$ cat src/rtl/count_track_pkg.sv
// Shared types and constants for the counter step tracker.
package count_track_pkg;

    typedef enum logic [1:0] {
        INIT,
        TRACK,
        FAULT
    } state_t;

    localparam logic [2:0] D_UP    = 3'd1;
    localparam logic [2:0] D_DN    = 3'd7;
    localparam logic [7:0] REV_MAX = 8'd255;

endpackage

$ cat src/rtl/count_step_tracker_sync_debounce.sv
// Two-flop synchronizer followed by a stability filter; pulses accept once per
// newly stable value and presents that value on the same cycle.
module sync_debounce #(
    parameter int unsigned WIDTH         = 3,
    parameter int unsigned STABLE_CYCLES = 4
) (
    input  logic             clk,
    input  logic             rst_n,
    input  logic [WIDTH-1:0] din,
    output logic             accept,
    output logic [WIDTH-1:0] value
);

    localparam logic [3:0] STABLE = 4'(STABLE_CYCLES);

    logic [WIDTH-1:0] s1_q, s1_d;
    logic [WIDTH-1:0] s2_q, s2_d;
    logic [WIDTH-1:0] cand_q, cand_d;
    logic [WIDTH-1:0] value_q, value_d;
    logic [3:0]       cnt_q, cnt_d;
    logic             accept_q, accept_d;

    always_comb begin
        s1_d     = din;
        s2_d     = s1_q;
        cand_d   = cand_q;
        cnt_d    = cnt_q;
        value_d  = value_q;
        accept_d = 1'b0;

        if (s2_q != cand_q) begin
            cand_d = s2_q;
            cnt_d  = 4'd1;
        end else if (cnt_q != STABLE) begin
            cnt_d = cnt_q + 4'd1;
        end

        // value_q remembers the last accepted value so each new value fires once
        if (cnt_q == STABLE && cand_q != value_q) begin
            accept_d = 1'b1;
            value_d  = cand_q;
        end
    end

    always_ff @(posedge clk or negedge rst_n) begin
        if (!rst_n) begin
            s1_q     <= '0;
            s2_q     <= '0;
            cand_q   <= '0;
            cnt_q    <= '0;
            value_q  <= '0;
            accept_q <= 1'b0;
        end else begin
            s1_q     <= s1_d;
            s2_q     <= s2_d;
            cand_q   <= cand_d;
            cnt_q    <= cnt_d;
            value_q  <= value_d;
            accept_q <= accept_d;
        end
    end

    assign accept = accept_q;
    assign value  = value_q;

endmodule

$ cat src/rtl/count_step_tracker.sv
// Observer for a 3-bit up/down counter: classifies each stable change as an
// up/down step or illegal jump and tracks position, direction and reversals.
module count_step_tracker
    import count_track_pkg::*;
#(
    parameter int unsigned STABLE_CYCLES = 4,
    parameter int unsigned POS_W         = 8
) (
    input  logic             c,
    input  logic             reset,
    input  logic [2:0]       cnt_in,
    input  logic             clear,
    output logic [POS_W-1:0] pos,
    output logic             dir,
    output logic             step_pulse,
    output logic             err,
    output logic [7:0]       rev_count
);

    logic       acc_evt;
    logic [2:0] new_val;

    sync_debounce #(
        .WIDTH         (3),
        .STABLE_CYCLES (STABLE_CYCLES)
    ) u_sync_debounce (
        .clk    (c),
        .rst_n  (reset),
        .din    (cnt_in),
        .accept (acc_evt),
        .value  (new_val)
    );

    state_t           state_q, state_d;
    logic [2:0]       acc_q, acc_d;
    logic [POS_W-1:0] pos_q, pos_d;
    logic             dir_q, dir_d;
    logic             step_q, step_d;
    logic             err_q, err_d;
    logic [7:0]       rev_q, rev_d;
    logic             have_prev_q, have_prev_d;
    logic [2:0]       delta;
    logic             is_up;

    assign delta = new_val - acc_q;
    assign is_up = (delta == D_UP);

    always_comb begin
        state_d     = state_q;
        acc_d       = acc_q;
        pos_d       = pos_q;
        dir_d       = dir_q;
        step_d      = 1'b0;
        err_d       = err_q;
        rev_d       = rev_q;
        have_prev_d = have_prev_q;

        if (acc_evt) begin
            acc_d = new_val;
        end

        // clear overrides any step classification in the same cycle
        if (clear) begin
            pos_d       = '0;
            rev_d       = '0;
            err_d       = 1'b0;
            have_prev_d = 1'b0;
            if (state_q == FAULT) begin
                state_d = INIT;
            end else if (state_q == INIT && acc_evt) begin
                state_d = TRACK;
            end
        end else if (acc_evt) begin
            unique case (state_q)
                INIT: state_d = TRACK;
                TRACK: begin
                    if (delta == D_UP || delta == D_DN) begin
                        pos_d       = is_up ? pos_q + POS_W'(1) : pos_q - POS_W'(1);
                        dir_d       = is_up;
                        step_d      = 1'b1;
                        have_prev_d = 1'b1;
                        if (have_prev_q && (is_up != dir_q) && (rev_q != REV_MAX)) begin
                            rev_d = rev_q + 8'd1;
                        end
                    end else begin
                        err_d   = 1'b1;
                        state_d = FAULT;
                    end
                end
                FAULT: state_d = FAULT;
                default: state_d = INIT;
            endcase
        end
    end

    always_ff @(posedge c or negedge reset) begin
        if (!reset) begin
            state_q     <= INIT;
            acc_q       <= '0;
            pos_q       <= '0;
            dir_q       <= 1'b1;
            step_q      <= 1'b0;
            err_q       <= 1'b0;
            rev_q       <= '0;
            have_prev_q <= 1'b0;
        end else begin
            state_q     <= state_d;
            acc_q       <= acc_d;
            pos_q       <= pos_d;
            dir_q       <= dir_d;
            step_q      <= step_d;
            err_q       <= err_d;
            rev_q       <= rev_d;
            have_prev_q <= have_prev_d;
        end
    end

    assign pos        = pos_q;
    assign dir        = dir_q;
    assign step_pulse = step_q;
    assign err        = err_q;
    assign rev_count  = rev_q;

endmodule

$ cat config.mk
export PLATFORM = sky130hd
export DESIGN_NAME = count_step_tracker
export DESIGN_NICKNAME = d
export VERILOG_FILES = /design/src/rtl/count_track_pkg.sv /design/src/rtl/count_step_tracker_sync_debounce.sv /design/src/rtl/count_step_tracker.sv
export SDC_FILE = /design/constraint.sdc
export NUM_CORES = 1
export LEC_CHECK = 0
export CAP_MARGIN = 30
export CORE_AREA = 4 4 77 79
export DETAILED_ROUTE_END_ITERATION = 8
export DIE_AREA = 0 0 81 83
export MAX_ROUTING_LAYER = met4
export PLACE_DENSITY_LB_ADDON = 0.2
export SLEW_MARGIN = 10
export SYNTH_ARGS = -nofsm -noshare
export SYNTH_HDL_FRONTEND = slang
export SYNTH_HIERARCHICAL = 1
export SYNTH_SLANG_ARGS = --single-unit
$ cat constraint.sdc
create_clock -name c -period 3.65 [get_ports c]
set_input_delay 0.5475 -clock c [delete_from_list [all_inputs] [get_ports c]]
set_output_delay 0.5475 -clock c [all_outputs]
set_load 0.02 [all_outputs]
# Word level (Yosys, flattened, before mapping)
# Index checks and enable logic that the tools add are counted.
# word_totals
reg_bits	42
output_inout_bits	19
wordCells	80
# classes
add_sub_neg	5
n_eq_ne	13
n_mux	31
bitwise	1
n_reduce_logical	16
# op_table
cell	n
2-to-1 mux 8 bit	10
adder 8 x 1 -> 8 bit (second input constant)	2
2-to-1 mux 1 bit	13
2-to-1 mux 2 bit	5
nonzero test 2 bit	5
AND reduction 3 bit	3
2-to-1 mux 4 bit	2
!= test 8 bit (second input constant)	1
AND reduction 4 bit	2
subtractor 8 x 1 -> 8 bit (second input constant)	1
!= test 3 bit	2
one-hot mux 2 bit (3 select lines)	1
adder 4 x 1 -> 4 bit (second input constant)	1
equality test 4 x 3 -> 1 bit (second input constant)	1
logical AND 1 bit	4
!= test 4 x 3 -> 1 bit (second input constant)	1
equality test 3 x 1 -> 1 bit (second input constant)	1
equality test 3 bit (second input constant)	1
!= test 3 x 1 -> 1 bit (second input constant)	1
!= test 3 bit (second input constant)	1
subtractor 3 bit	1
equality test 2 x 1 -> 1 bit (second input constant)	1
equality test 2 bit (second input constant)	1
zero test 2 bit	1
4 further kinds	4

# Depth between registers and ports, before layout
# Gate-level depths: netlist of run 1.
# logic_depth
depth_word	10
mapped_depth	12
depth_no_buf	12

# Modules after synthesis
# The synthesis of run 1 kept the hierarchy.
# modules_own_cells
mod	n_inst	cells_per_inst	area_each_um2
count_step_tracker	1	173	1667.8
sync_debounce	1	46	663.1

# Worst setup path before layout of run 1
# No wires, ideal clock.
# synth_timing
path_kind	register to register
start	register u_sync_debounce.value_q[0], in the netlist u_sync_debounce/value[0]
end	register pos_q[7], in the netlist pos[7]
setup_ps	125
t_arrival_ps	2698
required_time_ps	3525
setup_slack_ps	827
path_stages_with_launch	12
path_buffers	0
cell_sequence	dfrtp_1 -> inv_1 -> ha_1 -> fa_1 -> and2b_2 -> nand2_4 -> ha_1 -> nor3_1 -> nor3b_1 -> o22ai_1 -> mux2i_1 -> mux2_2
# synth_between
elab_chain_cells	7
elab_cells_between_ends	11
# synth_lines
element	line_no	rtl
from (decl)	count_step_tracker_sync_debounce.sv:19	logic [WIDTH-1:0] value_q, value_d;
from (signal assigned)	count_step_tracker_sync_debounce.sv:58	value_q <= value_d;
subtractor 3 bit *	count_step_tracker.sv:45	assign delta = new_val - acc_q;
equality test 3 x 1 -> 1 bit	count_step_tracker.sv:46, count_step_tracker.sv:77	
2-to-1 mux 8 bit	count_step_tracker.sv:78	pos_d = is_up ? pos_q + POS_W'(1) : pos_q - POS_W'(1);
2-to-1 mux 8 bit	count_step_tracker.sv:77	if (delta == D_UP || delta == D_DN) begin
2-to-1 mux 8 bit	count_step_tracker.sv:74	unique case (state_q)
2-to-1 mux 8 bit	count_step_tracker.sv:73	end else if (acc_evt) begin
2-to-1 mux 8 bit	count_step_tracker.sv:63	if (clear) begin
to (signal assigned)	count_step_tracker.sv:109	pos_q <= pos_d;
to (decl)	count_step_tracker.sv:36	logic [POS_W-1:0] pos_q, pos_d;
# Mark *: on every way between the ends. The rest lies on a longest branch, timed or not. The select of a mux whose other input is x is not followed.
# A chain may end at the register's enable or synchronous reset.

# Final worst setup path of run 1
# Ends and elaborated chain as after synthesis.

==> results of run 1 <==
-- kinds of logic (layout without fill, tap and decap cells) --
group / count (synthesis) / count (layout) / synth area share
simple gates: 68 / 68 / 0.159
xor+xnor: 12 / 12 / 0.0547
fa+ha+maj: 15 / 15 / 0.0870
flops: 42 / 42 / 0.451
mux: 21 / 21 / 0.104
buf+inv: 23 / 50 / 0.0419
compound gates: 38 / 38 / 0.103
-- power by group --
group	leakage [nW]	internal, mW	switching [mW]
Sequential	0.557	0.477	0.0116
Combinational	0.643	0.0423	0.0516
Clock	0.0441	0.134	0.165
-- metrics by stage --
step,utilization,hold slack (ns)
after detailed placement,0.493,0.337
after global placement,0.493,0.331
after global routing,0.514,0.0692
after floorplan,-,0.252
final,0.514,0.0768
after CTS,0.510,0.357
-- cell type report --
type | instances | area [µm²] | share of cell area
Tap cell | 72 | 90.1 | 0.0328
Sequential cell | 42 | 1050 | 0.384
Clock inverter | 3 | 21.3 | 0.00776
Multi-Input combinational cell | 154 | 1180 | 0.431
Inverter | 15 | 58.8 | 0.0214
Timing Repair Buffer | 27 | 270 | 0.0985
Clock buffer | 5 | 68.8 | 0.0251
-- worst reg2reg max path: cells and delay by family, from the launching register on --
kind	cells	cell delay (ns)
fa+ha+maj	3	1.13
mux	2	0.56
simple gates	4	0.55
flops	1	0.40
compound gates	1	0.18
buf+inv	1	0.06
-- sequential cells by signal, summed over array words and instances, names as in the netlist --
| name | count |
|---|---|
| state_q | 2 |
| u_sync_debounce/s2_q | 3 |
| rev_count | 8 |
| pos | 8 |
| u_sync_debounce/cnt_q | 4 |
| have_prev_q | 1 |
| u_sync_debounce/value | 3 |
| u_sync_debounce/accept | 1 |
| dir | 1 |
| acc_q | 3 |
| u_sync_debounce/s1_q | 3 |
| step_pulse | 1 |
| err | 1 |
| u_sync_debounce/cand_q | 3 |
-- placed cells by master (no fill, tap or decap), drive strengths merged, types with 2 or more instances in the layout --
cell type and count:
nand2 15, nand2b 2, nor3 2, or4 3, a31oi 2, clkinv 2
a21o 2, mux2i 8, a21oi 11, nor2 21, nor4 4, o21a 3
clkbuf 5, nand3 5, xnor2 11, nor2b 7, nor3b 3, ha 13
o21ai 8, buf 4, dfrtp 41, clkdlybuf4s50 23, o31ai 3, nand4 3
a31o 2, a211oi 2, inv 15, fa 2, mux2 13
-- final timing paths --
| kind | start | endpoint | slack [ns] | cells after the start |
|---|---|---|---|---|
| setup / recovery | u_sync_debounce/value[0] | pos[7] | 0.67 | 11 |
| hold reg to reg | u_sync_debounce/s1_q[0] | u_sync_debounce/s2_q[0] | 0.35 | 0 |
| max in group asynchronous | reset | dir | 3.07 | 2 |
| min in group c | u_sync_debounce/s1_q[0] | u_sync_debounce/s2_q[0] | 0.35 | 0 |
| hold / removal | reset | u_sync_debounce/cnt_q[2] | 0.08 | 1 |
| setup reg to reg | u_sync_debounce/value[0] | pos[7] | 0.67 | 11 |
-- metal layers --
metal	vias to the layer above	part of all wire	routed length, µm
li1	811	-	-
met1	789	0.49	2050
met2	17	0.47	1950
met3	6	0.027	111
met4	0	0.017	72
met5	-	0	0
==> impl_results.md, run 1 <==
- GR Util met1: 0.188
- Vias in the first global route: 1,649
- Setup Fix Bufs, Post-CTS: 0
- CTS Hold Buffers Added: 0
- Port bufs: 24
- Crit path buf inv count: 1
- GR peak layer: met2
- Sequential share of the synthesized area: 0.451
- Die H: 83 µm
- Largest vdd supply drop: 0.000204 V
- Cell variety after synth: 45
- First-pass GRT wire length: 7570 µm
- Fin nets: 266
- Post-CTS sizing: 0
- Worst EP required: 3.83 ns
- Wire per inst: 13.1 µm
- Die W: 81 µm
- RSZ-0062 raised after global routing: false
- Crit path cell chain: inv_1 -> ha_1 -> fa_1 -> and2b_2 -> nand2_4 -> ha_1 -> nor3_1 -> nor3b_1 -> o22ai_1 -> mux2i_1 -> mux2_2
- Finished Layout Cells: 318
- CP max FO: 8
- I/O pin count: 25
- Skew final: 0.00723 ns
- WP data arrival: 3.17 ns
- Fin crit share: 0.817
- Detailed Route Iter0 Violations: 100
- Most frequent cell after synthesis: dfrtp_1
- DRC: 0
- Outcome: completed
- Gr usage total: 0.145
- ANT cells: 0
- GR Layer Usage met2: 0.220
- Most used cell, CP: ha_1
- Minimum clock period: 2.98 ns
- Worst Tran Pin Value: 0.290 ns
- CP Launch Type: register
- Max Fclk: 335 MHz
- LEAKAGE: 1.24 nW
- Fraction of registers with async set/reset: 1.00
- MaxCap Viol Count: 0
- Cell area after synthesis: 2330 µm²
- Top_reg_cell synth: dfrtp_1
- HP Class: input pin to asynchronous set/reset pin
- Setup TNS Final: 0 ns
- Layout cell share with drive strength beyond 1: 0.142
- DP Area: 2630 µm²
- Crit path max-delay cell type: fa_1
- Tot Pwr: 882 µW
- Delay-heaviest family, CP: adder cells
- Pre-CTS WS: 0.656 ns
- Cell count after synthesis: 219
- Initial antenna violation count: 0
- CTS sink count: 42
- Post-DR vias/cell: 5.10
- Synth top cells by count: dfrtp_1, nor2_1, inv_1, nand2_1, ha_1
- Synth warn: 6
- CP max stage delay: 0.57 ns
- Rows: 27
- Via count: 1,623
- CP Capture Type: register
- Core area: 5340 µm²
- Worst-Skew Late Latency: 0.29 ns
- M3 GR Usage: 0.0336
- TritonCTS clock tree: yes
- DP HPWL: 2950 µm
- Largest net degree at the start of global routing: 43
- Synthesized netlist net count: 240
- CTS root buf: clkbuf_8
- Syn Area/Cell: 10.6 µm²
- Gr ovfl total: 0
- Final Hold Vio Count: 0
- Cell area after layout: 2740 µm²
- Synth top area share: 0.440
- ANT nets after route: 0
- # setup viols final: 0
- Count of flip-flops with a built-in enable after synthesis: 0
- First drt pass iteration count: 4
- Area Growth Syn to Fin: 17.7%
- Max_slew headroom: 0.805
- Dpl cells: 309
- Flops & latches, synth: 42
- Starting Density: 0.437
- Power density cells: 322 nW/µm²
- Routability congestion estimate: 0.849
- Final Worst Setup Slack: 0.668 ns
- Htree depth: 2
- Drt total wl: 4180 µm
- Synth area leaders: dfrtp_1, ha_1, xnor2_1
- Critical path class: register to register
- Clk pin slew, worst setup/hold paths: 0.08 ns
- Filler cells: 504
- Total die area: 6720 µm²
- CTS max path bufs: 2
- Slew Viols, Final: 0
- Post-synth top area cell: dfrtp_1
- CTS Buf Count: 5
(Power assumes the default switching activity.)
==> run 2, diff against run 1 <==
Clock period 3.65 ns to 2.65 ns, I/O delays scaled along.
==> run 2 against run 1 <==
  * The run now ends with hold timing, setup timing left
  * Final cell count rose by 10%
  * Count of clock-buffer cells in the layout did not move
  * Flip-flop and latch count did not move
  * Wire length rose by 13%
  * Critical path depth fell by 1
  * Worst setup slack got worse by 0.76 ns
  * Cell area rose by 18%
  * First-iteration DRC count fell by 28%
==> impl_results.md, run 2 (synthesis gave the netlist of run 1 again) <==
- Die W: 81 µm
- HP Class: input pin to asynchronous set/reset pin
- Layout cell share with drive strength beyond 1: 0.324
- # setup viols final: 3
- Routability congestion estimate: 0.763
- Commonest cells after routing, fill and taps aside: dfrtp_1, buf_4, clkdlybuf4s50_1, nor2_1
- DRC: 0
- Drt total wl: 4710 µm
- Finished Layout Cells: 350
- Final hold slack: -0.0147 ns
- Critical path class: register to register
- Htree depth: 2
- Via count: 1,778
- Crit path max-delay cell type: fa_1
- Clk pin slew, worst setup/hold paths: 0.09 ns
- Wire per inst: 13.4 µm
- Largest vdd supply drop: 0.000235 V
- Post-DR vias/cell: 5.08
- Fin crit share: 1.04
- First drt pass iteration count: 4
- Slew Viols, Final: 0
- Detailed Route Iter0 Violations: 72
- Die H: 83 µm
- Gr usage total: 0.155
- Worst-Skew Late Latency: 0.30 ns
- CP max FO: 8
- CP Capture Type: register
- LEAKAGE: 1.46 nW
- DP HPWL: 3340 µm
- Core area: 5340 µm²
- Fin nets: 298
- Total die area: 6720 µm²
- Gr ovfl total: 0
- Dpl cells: 332
- Skew final: 0.00671 ns
- Met3 routed WL: 144 µm
- CTS Buf Count: 5
- Power density cells: 399 nW/µm²
- Outcome: finished with violations
- CP Launch Type: register
- WP data arrival: 2.94 ns
- Crit path buf inv count: 1
- Final Hold Vio Count: 13
- WL met2: 2180 µm
- Worst EP required: 2.84 ns
- CTS sink count: 42
- Initial antenna violation count: 0
- RSZ-0062 raised after global routing: true
- ANT nets after route: 0
- Worst Tran Pin Value: 0.346 ns
- DR top layer: met4
- Max Fclk: 364 MHz
- First-pass GRT wire length: 8050 µm
- Max_slew headroom: 0.769
- Most common cell after layout, fill and taps aside: dfrtp_1
- Crit path cell chain: ha_2 -> fa_1 -> and2b_2 -> nand2_8 -> buf_4 -> ha_4 -> nor3b_1 -> o22ai_1 -> mux2i_1 -> mux2_2
- Minimum clock period: 2.75 ns
- Starting Density: 0.437
- Area Growth Syn to Fin: 38.4%
- Largest net degree at the start of global routing: 43
- Routed length on met1: 2330 µm
- Rows: 27
- CTS root buf: clkbuf_8
- Vias in the first global route: 1,767
- Pre-CTS WS: -0.148 ns
- Failing checks: hold timing, setup timing
- CP max stage delay: 0.50 ns
- Final Worst Setup Slack: -0.0951 ns
- Port bufs: 24
- I/O pin count: 25
- TritonCTS clock tree: yes
- ANT cells: 0
- Delay-heaviest family, CP: adder cells
- MaxCap Viol Count: 0
- CTS max path bufs: 2
-- run 2: cell count changes in the layout (fill, tap and decap cells not counted), moves of 4 or more --
cell,delta
a21oi_1,-4
a21oi_2,+4
buf_4,+26
ha_1,-7
ha_4,+6
-- run 2: worst paths after layout --
path | from | end | slack (ns) | depth (start not counted)
worst max-delay path | acc_q[0] | pos[7] | -0.1 | 10
worst min-delay path | reset | pos[4] | -0.01 | 1
worst max register to register | acc_q[0] | pos[7] | -0.1 | 10
worst min register to register | u_sync_debounce/s1_q[0] | u_sync_debounce/s2_q[0] | 0.35 | 0
max in group asynchronous | reset | dir | 2.14 | 2
min in group c | u_sync_debounce/s1_q[0] | u_sync_debounce/s2_q[0] | 0.35 | 0
-- run 2: cell type report --
| cell class | count | area [µm²] |
|---|---|---|
| clock inverter | 3 | 23.8 |
| inverter | 15 | 61.3 |
| fill | 479 | 2110 |
| multi-input combinational | 155 | 1400 |
| sequential | 42 | 1050 |
| timing repair buffer | 58 | 534 |
| tap | 72 | 90.1 |
| clock buffer | 5 | 68.8 |
-- run 2: worst reg2reg max path, cell delays in order (launching register included) --
cell and delay, ns:
dfrtp_1 0.39, ha_2 0.19, fa_1 0.50, and2b_2 0.21, nand2_8 0.11, buf_4 0.17, ha_4 0.20, nor3b_1 0.13
o22ai_1 0.17, mux2i_1 0.23, mux2_2 0.34
-- run 2: where the power goes --
part           leakage (nW)  total [mW]  internal (mW)  switching, mW
logic                 0.867       0.187         0.0935         0.0938
registers             0.557       0.671          0.657         0.0145
clock network        0.0408       0.428          0.188          0.239
total                  1.46        1.29          0.939          0.347
-- run 2: repair_timing --
action                     in CTS  in global routing
gates cloned                    1                  0
setup endpoints to repair      12                 13
pin swaps                       5                 12
hold buffers                    0                  0
setup buffers                   3                  6
resized for setup               7                 22
-- run 2: per-stage QoR --
step	util	power [mW]	instance area [µm²]	TNS (ns)
after floorplan	-	0.784	2430	-0.254
after global placement	0.546	0.838	2920	-0.245
after detailed placement	0.546	0.842	2920	-0.396
after CTS	0.580	1.29	3090	-0.130
after global routing	0.605	1.36	3230	-0.729
final	0.605	1.29	3230	-0.165
-- run 2: layer usage --
| metal | global-route usage | vias to the layer above |
|---|---|---|
| met2 | 0.231 | 26 |
| li1 | - | 878 |
| met3 | 0.0325 | 4 |
| met4 | 0.0461 | 0 |
| met1 | 0.211 | 870 |
| met5 | - | - |
==> run 3, diff against run 2 <==
Settings changed: CORE_AREA 4 4 77 79 to 4 4 72 74, CTS_BUF_LIST set to sky130_fd_sc_hd__clkbuf_4, DIE_AREA 0 0 81 83 to 0 0 76 78, PLACE_DENSITY set to 0.76, PLACE_DENSITY_LB_ADDON 0.2 to unset.
==> run 3 against run 2 <==
  * The run ends with setup timing left
  * Sequential power about the same
  * Count of clock-buffer cells in the layout unchanged
  * Global-route usage increased by 1.1 points
  * Via count decreased by 1.0%
  * Critical path depth increased by 1
  * First-iteration DRC count increased by 5.6%
  * Non-clock buffer count decreased by 4
  * Core utilization increased by 6.9 points
  * Critical path type unchanged
  * Largest power group unchanged
==> impl_results.md, run 3 (synthesis gave the netlist of run 1 again) <==
- Outcome: finished with violations
- CP max FO: 8
- Detailed Route Iter0 Violations: 76
- Max_slew headroom: 0.740
- Initial antenna violation count: 0
- Gr usage total: 0.165
- Critical path class: register to register
- Gr ovfl total: 0
- Skew final: 0.00648 ns
- Sequential power share: 0.567
- CP Capture Type: register
- # setup viols final: 5
- HP Class: register to register
- Minimum clock period: 2.75 ns
- Final Worst Setup Slack: -0.0983 ns
- DP HPWL: 3200 µm
- Slew Viols, Final: 0
- HP Start: u_sync_debounce/s1_q[2]
- CP Launch Type: register
- Starting Density: 0.507
- WP data arrival: 3.01 ns
- Most common cell after layout, fill and taps aside: dfrtp_1
- Die H: 78 µm
- Launching point of the worst reg2reg path: u_sync_debounce/value[0]
- Delay-heaviest family, CP: adder cells
- TritonCTS clock tree: yes
- Crit path max-delay cell type: fa_2
- Port bufs: 24
- Filler cells: 342
- Clock power frac: 0.285
- First drt pass iteration count: 4
- Sw Share: 0.280
- Routability congestion estimate: 0.808
- Largest vdd supply drop: 0.000331 V
- I/O pin count: 25
- Post-DR vias/cell: 5.38
- Failing checks: setup timing
- Commonest cells after routing, fill and taps aside: dfrtp_1, buf_4, clkdlybuf4s50_1, nor2_1
- ANT cells: 0
- Final Hold Vio Count: 0
- CTS root buf: clkbuf_4
- Critical Path Start: u_sync_debounce/value[0]
- MaxCap Viol Count: 0
- Die W: 76 µm
- CTS Buf Count: 5
- Area Growth Syn to Fin: 33.0%
- Clk pin slew, worst setup/hold paths: 0.14 ns
- Layout cell share with drive strength beyond 1: 0.315
- ANT nets after route: 0
- Via count: 1,760
- Power density cells: 382 nW/µm²
- CTS max path bufs: 2
- Largest net degree at the start of global routing: 43
- Crit path buf inv count: 1
- Core area: 4600 µm²
- Sw Pwr: 332 µW
- Vias in the first global route: 1,768
- Fin nets: 293
- Final design utilization: 0.674
- Setup TNS Final: -0.194 ns
- Fin crit share: 1.04
- Drt total wl: 4660 µm
- Comb pwr share: 0.149
- Int Power: 853 µW
- Total die area: 5930 µm²
- CTS sink count: 42
- First-pass GRT wire length: 7920 µm
- Worst-Skew Late Latency: 0.36 ns
- DRC: 0
- Htree depth: 2
- Rows: 25
- CP max stage delay: 0.53 ns
- Max Fclk: 364 MHz
- Crit path cell chain: inv_1 -> ha_2 -> fa_2 -> and2b_2 -> nand2_8 -> ha_4 -> a211oi_2 -> nor2_2 -> o22ai_2 -> mux2i_1 -> mux2_2
- Reg area: 1050 µm²
- Multi-input gate area: 1380 µm²
- LEAKAGE: 1.44 nW
- Wire per inst: 14.2 µm
- Worst EP required: 2.91 ns
- Worst Tran Pin Value: 0.390 ns
- RSZ-0062 raised after global routing: true
==> run 3: layout make-up <==
cell class,instances,share of cell area
Multi-Input combinational cell,154,0.444
Sequential cell,42,0.340
Timing Repair Buffer,54,0.156
Tap cell,54,0.0218
Inverter,15,0.0190
Clock buffer,5,0.0121
Clock inverter,3,0.00807
==> run 3: metrics by stage <==
stage               hold slack (ns)  area [µm²]  instances  setup WS, ns  total power, mW
floorplan                     0.102        2430        219        -0.157            0.784
global placement              0.332        2880        314        -0.103            0.836
detailed placement            0.335        2880        314        -0.152            0.843
CTS                           0.181        2970        324       -0.0951             1.18
global route                  0.373        3100        327        -0.224             1.25
finish                        0.364        3100        327       -0.0983             1.18
==> run 3: final timing paths <==
kind,to,slack (ns),cells past startpoint
worst max-delay path,pos[7],-0.1,11
worst min-delay path,u_sync_debounce/s2_q[2],0.36,0
worst max register to register,pos[7],-0.1,11
worst min register to register,u_sync_debounce/s2_q[2],0.36,0
max in group asynchronous,dir,1.63,3
min in group asynchronous,pos[1],0.48,2
==> run 3: what timing repair did <==
| item | in CTS | in global routing |
|---|---|---|
| cloned | 0 | 0 |
| hold buffers | 0 | 1 |
| gates resized for setup | 3 | 20 |
| setup endpoints to repair | 11 | 15 |
| pin swaps | 8 | 12 |
| endpoints found under the hold margin | 0 | 15 |
| buffers inserted | 2 | 3 |
==> run 3: worst reg2reg max path: cells and delay by family, from the launching register on <==
family / cells / cell delay, ns
and+or+nand+nor: 3 / 0.40
buffers and inverters: 1 / 0.05
adders and majority gates: 3 / 0.98
DFF: 1 / 0.37
AOI/OAI and AO/OA: 2 / 0.32
muxes: 2 / 0.55
==> run 3: power groups by stage <==
stage / combinational (mW) / sequential [mW] / clock [mW]
global placement: 0.153 / 0.683 / 0
CTS: 0.161 / 0.672 / 0.351
global route: 0.199 / 0.674 / 0.372
floorplan: 0.103 / 0.682 / 0
detailed placement: 0.159 / 0.684 / 0
finish: 0.176 / 0.671 / 0.337
==> run 3: per-layer routing <==
layer	vias up	wire length (µm)	GRT usage
li1	870	-	-
met1	859	2280	0.219
met2	26	2240	0.261
met3	5	97	0.0244
met4	0	44	0.0534
met5	-	0	-
